## config.mk

```make
export PLATFORM = sky130hd
export DESIGN_NAME = ctrl_sched
export DESIGN_NICKNAME = d
export VERILOG_FILES = /design/src/rtl/ctrl_sched_pkg.sv /design/src/rtl/ctrl_slew_step.sv /design/src/rtl/ctrl_sched.sv
export SDC_FILE = /design/constraint.sdc
export NUM_CORES = 1
export LEC_CHECK = 0
export BUFFER_PORTS_ARGS = -buffer_cell sky130_fd_sc_hd__buf_2
export CORE_ASPECT_RATIO = 0.5
export CORE_MARGIN = 4
export CORE_UTILIZATION = 52
export CTS_CLUSTER_DIAMETER = 60
export DETAILED_ROUTE_END_ITERATION = 16
export PLACE_DENSITY = 0.74
export SYNTH_ARGS = -nofsm -noshare
export SYNTH_HDL_FRONTEND = slang
export SYNTH_SLANG_ARGS = --single-unit
```

## constraint.sdc

```tcl
create_clock -name clk -period 12.8 [get_ports clk]
set_input_delay 2.56 -clock clk [delete_from_list [all_inputs] [get_ports clk]]
set_output_delay 2.56 -clock clk [all_outputs]
set_load 0.02 [all_outputs]
```

## src/rtl/ctrl_sched_pkg.sv

```systemverilog
// ctrl_sched shared types and constants.
// Parameter slot addresses match the packing order of tgt/cur.
package ctrl_sched_pkg;

  typedef enum logic [1:0] {
    IDLE  = 2'd0,
    SCAN  = 2'd1,
    WRITE = 2'd2
  } state_e;

  localparam int N_PAR_DEF = 7;

  localparam logic [2:0] ADDR_A8     = 3'd0;
  localparam logic [2:0] ADDR_A5     = 3'd1;
  localparam logic [2:0] ADDR_A4     = 3'd2;
  localparam logic [2:0] ADDR_BLEND  = 3'd3;
  localparam logic [2:0] ADDR_DELAY  = 3'd4;
  localparam logic [2:0] ADDR_FEEDBK = 3'd5;
  localparam logic [2:0] ADDR_GAIN   = 3'd6;

endpackage

```

## src/rtl/ctrl_slew_step.sv

```systemverilog
// Next applied value for one parameter, from its current and target values.
// CTRL_SCHED_SLEW_EN: bounded step toward target; otherwise a direct jump.
module ctrl_slew_step #(
  parameter int BITS = 8,
  parameter int STEP = 4
) (
  input  logic [BITS-1:0] cur_i,
  input  logic [BITS-1:0] snap_i,
  output logic [BITS-1:0] next_o
);

`ifdef CTRL_SCHED_SLEW_EN
  localparam logic [BITS-1:0] STEP_V = BITS'(STEP);

  logic [BITS-1:0] up_diff;
  logic [BITS-1:0] dn_diff;

  // Clamp the move to STEP; a short remaining distance lands exactly on snap.
  always_comb begin
    up_diff = snap_i - cur_i;
    dn_diff = cur_i - snap_i;
    next_o  = snap_i;
    if (snap_i > cur_i) begin
      if (up_diff > STEP_V) next_o = cur_i + STEP_V;
    end else if (snap_i < cur_i) begin
      if (dn_diff > STEP_V) next_o = cur_i - STEP_V;
    end
  end
`else
  logic unused_cur;

  assign unused_cur = ^{cur_i, BITS'(STEP)};
  assign next_o     = snap_i;
`endif

endmodule

```

## src/rtl/ctrl_sched.sv

```systemverilog
// Parameter update scheduler: snapshot targets per sample tick, issue slewed writes.
// Optional macro CTRL_SCHED_SLEW_EN enables step limiting in ctrl_slew_step.
module ctrl_sched
  import ctrl_sched_pkg::*;
#(
  parameter int N_PAR = N_PAR_DEF,
  parameter int BITS  = 8,
  parameter int STEP  = 4
) (
  input  logic                  clk,
  input  logic                  reset,
  input  logic [N_PAR*BITS-1:0] tgt,
  input  logic                  tgt_stb,
  input  logic                  sample_tick,
  output logic [2:0]            wr_addr,
  output logic [BITS-1:0]       wr_data,
  output logic                  wr_valid,
  input  logic                  wr_ready,
  output logic [N_PAR*BITS-1:0] cur,
  output logic                  busy,
  output logic                  overrun,
  input  logic                  overrun_clr
);

  localparam logic [2:0] IDX_LAST = 3'(N_PAR - 1);

  state_e                state_q, state_d;
  logic [2:0]            idx_q, idx_d;
  logic [N_PAR*BITS-1:0] pend_q, pend_d;
  logic [N_PAR*BITS-1:0] snap_q, snap_d;
  logic [N_PAR*BITS-1:0] cur_q, cur_d;
  logic [2:0]            wr_addr_q, wr_addr_d;
  logic [BITS-1:0]       wr_data_q, wr_data_d;
  logic                  wr_valid_q, wr_valid_d;
  logic                  ovr_q, ovr_d;

  logic [BITS-1:0]       cur_sel;
  logic [BITS-1:0]       snap_sel;
  logic [BITS-1:0]       next_val;

  assign cur_sel  = cur_q[idx_q*BITS +: BITS];
  assign snap_sel = snap_q[idx_q*BITS +: BITS];

  ctrl_slew_step #(
    .BITS (BITS),
    .STEP (STEP)
  ) u_step (
    .cur_i  (cur_sel),
    .snap_i (snap_sel),
    .next_o (next_val)
  );

  // State and datapath registers; reset also kills any pending write.
  always_ff @(posedge clk or posedge reset) begin
    if (reset) begin
      state_q    <= IDLE;
      idx_q      <= '0;
      pend_q     <= '0;
      snap_q     <= '0;
      cur_q      <= '0;
      wr_addr_q  <= '0;
      wr_data_q  <= '0;
      wr_valid_q <= 1'b0;
      ovr_q      <= 1'b0;
    end else begin
      state_q    <= state_d;
      idx_q      <= idx_d;
      pend_q     <= pend_d;
      snap_q     <= snap_d;
      cur_q      <= cur_d;
      wr_addr_q  <= wr_addr_d;
      wr_data_q  <= wr_data_d;
      wr_valid_q <= wr_valid_d;
      ovr_q      <= ovr_d;
    end
  end

  // Sweep sequencing: scan each slot, write the changed ones one at a time.
  always_comb begin
    state_d    = state_q;
    idx_d      = idx_q;
    pend_d     = pend_q;
    snap_d     = snap_q;
    cur_d      = cur_q;
    wr_addr_d  = wr_addr_q;
    wr_data_d  = wr_data_q;
    wr_valid_d = wr_valid_q;
    ovr_d      = ovr_q;

    if (tgt_stb) pend_d = tgt;

    if (sample_tick && state_q != IDLE) begin
      ovr_d = 1'b1;
    end else if (overrun_clr) begin
      ovr_d = 1'b0;
    end

    unique case (state_q)
      IDLE: begin
        if (sample_tick) begin
          snap_d  = tgt_stb ? tgt : pend_q;
          idx_d   = '0;
          state_d = SCAN;
        end
      end
      SCAN: begin
        if (cur_sel == snap_sel) begin
          if (idx_q == IDX_LAST) begin
            state_d = IDLE;
          end else begin
            idx_d = idx_q + 3'd1;
          end
        end else begin
          wr_addr_d  = idx_q;
          wr_data_d  = next_val;
          wr_valid_d = 1'b1;
          state_d    = WRITE;
        end
      end
      WRITE: begin
        if (wr_valid_q && wr_ready) begin
          cur_d[idx_q*BITS +: BITS] = wr_data_q;
          wr_valid_d = 1'b0;
          if (idx_q == IDX_LAST) begin
            state_d = IDLE;
          end else begin
            idx_d   = idx_q + 3'd1;
            state_d = SCAN;
          end
        end
      end
      default: state_d = IDLE;
    endcase
  end

  assign wr_addr  = wr_addr_q;
  assign wr_data  = wr_data_q;
  assign wr_valid = wr_valid_q;
  assign cur      = cur_q;
  assign busy     = (state_q != IDLE);
  assign overrun  = ovr_q;

endmodule

```

* Yosys cells after proc, flatten, opt, wreduce, memory -nomap -nowiden
Index checks and enable logic that the tools add are counted.
Storage, ports and cells: bits in registers 186, latch bits 0, RAM bits 0, bits in read-only memories 0, input port bits 62, logic and storage cells 56, memories kept 0
Operators by class: add/subtract/negate cells 2, multipliers 0, div/mod/pow operators 0, magnitude comparators 0, equal/unequal tests 9, shifts and indexed selects 4, muxes and demuxes 18, bitwise logic cells 1, reductions and logical operators 13
Operators with widths (number):
- variable part select 56 x 7 -> 8 bit | 2
- bitwise mux 56 bit | 1
- 2-to-1 mux 56 bit | 1
- variable shift 8 x 34 -> 56 bit, first input constant | 1
- variable part select 8 x 34 -> 56 bit | 1
- negation 6 -> 34 bit | 1
- 2-to-1 mux 3 bit | 4
- case mux 3 bit (3 select lines) | 1
- equality test 8 bit | 1
- 2-to-1 mux 2 bit | 4
- inequality test 2 bit, second input constant | 4
- case mux 2 bit (3 select lines) | 1
- AND reduction 2 bit | 3
- AND reduction 3 bit | 2
- nonzero test 2 bit | 3
- 2-to-1 mux 1 bit | 5
- AND reduction 4 bit | 1
- adder 3 x 1 -> 3 bit, second input constant | 1
- equality test 3 bit, second input constant | 1
- inequality test 3 bit, second input constant | 1
- nonzero test 3 bit | 1
- equality test 2 x 1 -> 1 bit, second input constant | 1
- equality test 2 bit, second input constant | 1
- logical AND 1 bit | 2
- other kinds (3) | 3

* Longest topological paths before layout
depth after elaboration 4, depth in mapped cells 10, gate-level depth less buffers 8

* Modules after synthesis
A second synthesis with hierarchy kept.
Unflattened totals: cell total of the unflattened synthesis 707, area, all modules 8546.9 um^2
By module, submodules not included:
- ctrl_sched | times used 1, cells an instance 699, area each 8486.9 um^2, seq. area each 4654.5 um^2
- ctrl_slew_step | times used 1, cells an instance 8, area each 60.1 um^2, seq. area each 0.0 um^2

* Least setup slack after synthesis
OpenSTA, ideal clock, no wires.
path type input to register, start input port tgt_stb, end register snap_q[0], setup time 0.125 ns, arrival 3.842 ns, required time 12.675 ns, path slack 8.833 ns, stages on the path 4, buffers on the path 2, cells stage by stage clkbuf_1 clkbuf_1 mux2_2 mux2_2
On the way: word-level cells in the longest chain between the ends 1
RTL lines:
- start, declared | line ctrl_sched.sv:13 | input logic tgt_stb,
- 2-to-1 mux 56 bit | line ctrl_sched.sv:101 | snap_d = tgt_stb ? tgt : pend_q;
- end signal, assigned | line ctrl_sched.sv:69 | snap_q <= snap_d;
- end, declared | line ctrl_sched.sv:30 | logic [N_PAR*BITS-1:0] snap_q, snap_d;
Every way passes these cells. A chain may end at the register's enable or synchronous reset.

==> results.md <==
* Status: finished clean
* Post-route cell area at 9622 sq um
* Post-synth EDFFs at 0
* Crit path time final at 4227 ps
* Worst setup SP type: input pin
* Sequential cell area at 4656 sq um
* Hold Path Sink: pend_q[18]$_DFF_PP0_
* Ports at approximately 130
* DP Area at 9049 sq um
* Design Power at 2.232 mW
* Area of the core at 15450 sq um
* Initial core utilization at 0.5338
* Post-synthesis adder-cell area fraction at 0.01213
* MaxCap Viol Count at 0
* Die Area at about 18000 sq um
* Critical Path AT at 4670 ps
* Hold Crit Depth at 1
* Synth warnings at 0
* Row Count at 32
* Post-Route WL at approximately 18000 um
* Maximum vdd drop at 0.1287 mV
* # resized after CTS at 0
* Routed vias at 5407
* First-pass GRT wire length at 29810 um
* Worst EP required at 13240 ps
* DRC errors left at 0
* Initial antenna violation count at 0
* Main combinational cell family by area after synthesis: multiplexers
* Reg-to-Reg Start: idx_q[1]$_DFFE_PP0P_
* Setup Skew at between 10 and 15 ps
* Critical path peak fanout at 72
* CTS tree: yes
* Area of the multi-input gates at around 3300 sq um
* Share of cells above drive strength 1 at 0.4321
* Highest clock rate at 236.6 MHz
* NumNets Final at 824
* Congestion Overflow GR at 0
* Crit. End Element: async pin
* Vias per cell at between 5 and 6
* DR iter-0 viols at roughly 330
* Mux contribution to synthesized area at 0.2630
* Netlist cell types at 48
* Cell Pwr Density at 232.0 nW/um^2
* # diodes at 0
* Syn avg cell area at 13.12 sq um
* Syn Nets at 699
* Layout Area Growth over Synthesis at 16.62%
* WL/cell at 19.07 um
* Final hold viol count at 0
* DIE HEIGHT at 97.07 um
* Simple-gate area share of the yosys netlist at 0.05080
* Critical path class: in2async
* R2R depth at 7
* # setup viols final at 0
* FF-to-FF End: wr_addr[1]$_DFFE_PP0P_
* Vias in the first global route at approximately 5600
* Measured slew at the worst slew-check pin at roughly 1100 ps
* Clock slew at reported path FFs at 70 ps
* Synth Flop Type: dfrtp_1
* Seq cells post-synth at 186
* Relative slew margins at 0.2352
* Seq/Total Area, Yosys at 0.5641
* CTS buffer count at 17
* Hold Startpoint: pend_q[18]$_DFF_PP0_
* Async S/R FF share, synth at 1.000
* Hold Path Class: reg2reg
* FILL cells at 1261
* Largest net degree at the start of global routing at 73
* Final antenna-violating net count at 0
* Number of port buffers at 131
* Clk sink count at 186
* Most frequent cells in the layout: dfrtp_1 (185), mux2_2 (148), buf_2 (131), nand2_1 (59), mux2i_1 (45)
* Unrepaired setup endpoints after global routing: false
* Maximum root-to-sink buffer count at 2
* Worst skew pair latency at 430 ps
* Post-Synthesis Cells at ~630
* DR pass1 iterations at 5
* Crit share post-route at 0.3302
* GP Congestion at 0.7980
* Post-synthesis xor/xnor area fraction at 0.008493
* Commonest non-fill, non-tap cell in the layout: dfrtp_1
* Reg2reg setup slack at 9110 ps
* DP HPWL at 12550 um
* Complex-gate fraction of the synthesized area at 0.06915
* CTS Hold Buffers Added at 0
* Leak at 4.500 nW
* # Post-CTS Setup Buffers at 0
* Slew Limit Fails at 0
* Total track usage at 0.2115
* Die extent in x at roughly 190 um
* H-tree depth at 4
* CTS root buffer: clkbuf_16
* Synth Cell Area at between 8000 and 9000 sq um
* Post-Route Setup TNS at 0 ps
## final cells by class
class | instances | share of cell area
Sequential cell | 186 | 0.4839
Multi-Input combinational cell | 385 | 0.3462
Timing Repair Buffer | 137 | 0.07282
Clock buffer | 18 | 0.04564
Tap cell | 204 | 0.02653
Clock inverter | 13 | 0.01391
Inverter | 27 | 0.01105
## power by group
group          internal [mW]  switching [mW]
sequential             0.760           0.138
clock                  0.263           0.248
combinational          0.347           0.475
## logic make-up after synthesis
family                   Yosys count
buffers and inverters             58
flip-flops                       186
XOR/XNOR                           8
AND/OR/NAND/NOR                   94
AO/OA/AOI/OAI                     79
adder cells (fa/ha/maj)            8
multiplexers                     196
## metrics by stage
step                setup WS (ps)  hold slack, ps  instances    util
floorplan                    5183           468.1        629       -
global placement             8030           477.6        939  0.5855
detailed placement           8022           476.7        939  0.5855
CTS                          8476           499.1        970  0.6226
global route                 8213           509.7        970  0.6226
finish                       8573           493.6        970  0.6226
## worst max-delay path, cell delays in order
cell and delay (ps):
buf_2 120, inv_6 380, buf_4 680, buf_4 780
## flip-flops by register name, indices dropped and copies added, names as in the netlist
register  cells
cur          56
pend_q       56
snap_q       56
wr_data       8
idx_q         3
wr_addr       3
state_q       2
overrun       1
wr_valid      1
## synthesized netlist by cell type, types with 2 or more instances
library cell  instances  area (sq um)
nand3_1               5         25.02
nor2_1               14         52.55
a22o_1                2         17.52
clkbuf_1             19         71.32
o22ai_1               6         37.54
buf_6                 5         56.30
o21ai_0              29         145.1
xnor2_1               3         26.28
xor2_1                5         43.79
dfrtp_1             186          4654
mux2i_1              45         450.4
nand4_1               3         18.77
buf_4                 2         15.01
o221ai_1              8         70.07
mux2_2              148          1667
inv_1                27         101.4
buf_2                 3         15.01
a22oi_1               8         60.06
a221oi_1              3         26.28
nand3b_1              3         22.52
o31ai_1               9         67.56
buf_1                 2         7.510
nand2_1              59         221.5
a221oi_2              2         30.03
ha_1                  8         100.1
a21oi_1               3         15.01
## routing by layer
| metal | global-route usage | wire length, um | part of all wire | up-vias |
|---|---|---|---|---|
| met1 | 0.3048 | 8643 | 0.47 | 2743 |
| met4 | 0.06044 | 274 | 0.015 | 0 |
| met5 | 0 | 0 | 0 | - |
| li1 | - | - | - | 2487 |
| met2 | 0.3287 | 8680 | 0.47 | 155 |
| met3 | 0.04226 | 900 | 0.049 | 22 |
## how the worst max path moves through the flow
stage / cells past startpoint / slack (ps) / startpoint / to
final: 4 / 8570 / reset / pend_q[9]$_DFF_PP0_
after global routing: 4 / 8210 / reset / pend_q[18]$_DFF_PP0_
after CTS: 4 / 8480 / reset / pend_q[7]$_DFF_PP0_
after detailed placement: 4 / 8020 / reset / pend_q[15]$_DFF_PP0_
after global placement: 4 / 8030 / reset / pend_q[10]$_DFF_PP0_
after floorplan: 1 / 5180 / reset / cur[0]$_DFFE_PP0P_
No activity file was read; power rests on OpenSTA's default activity.
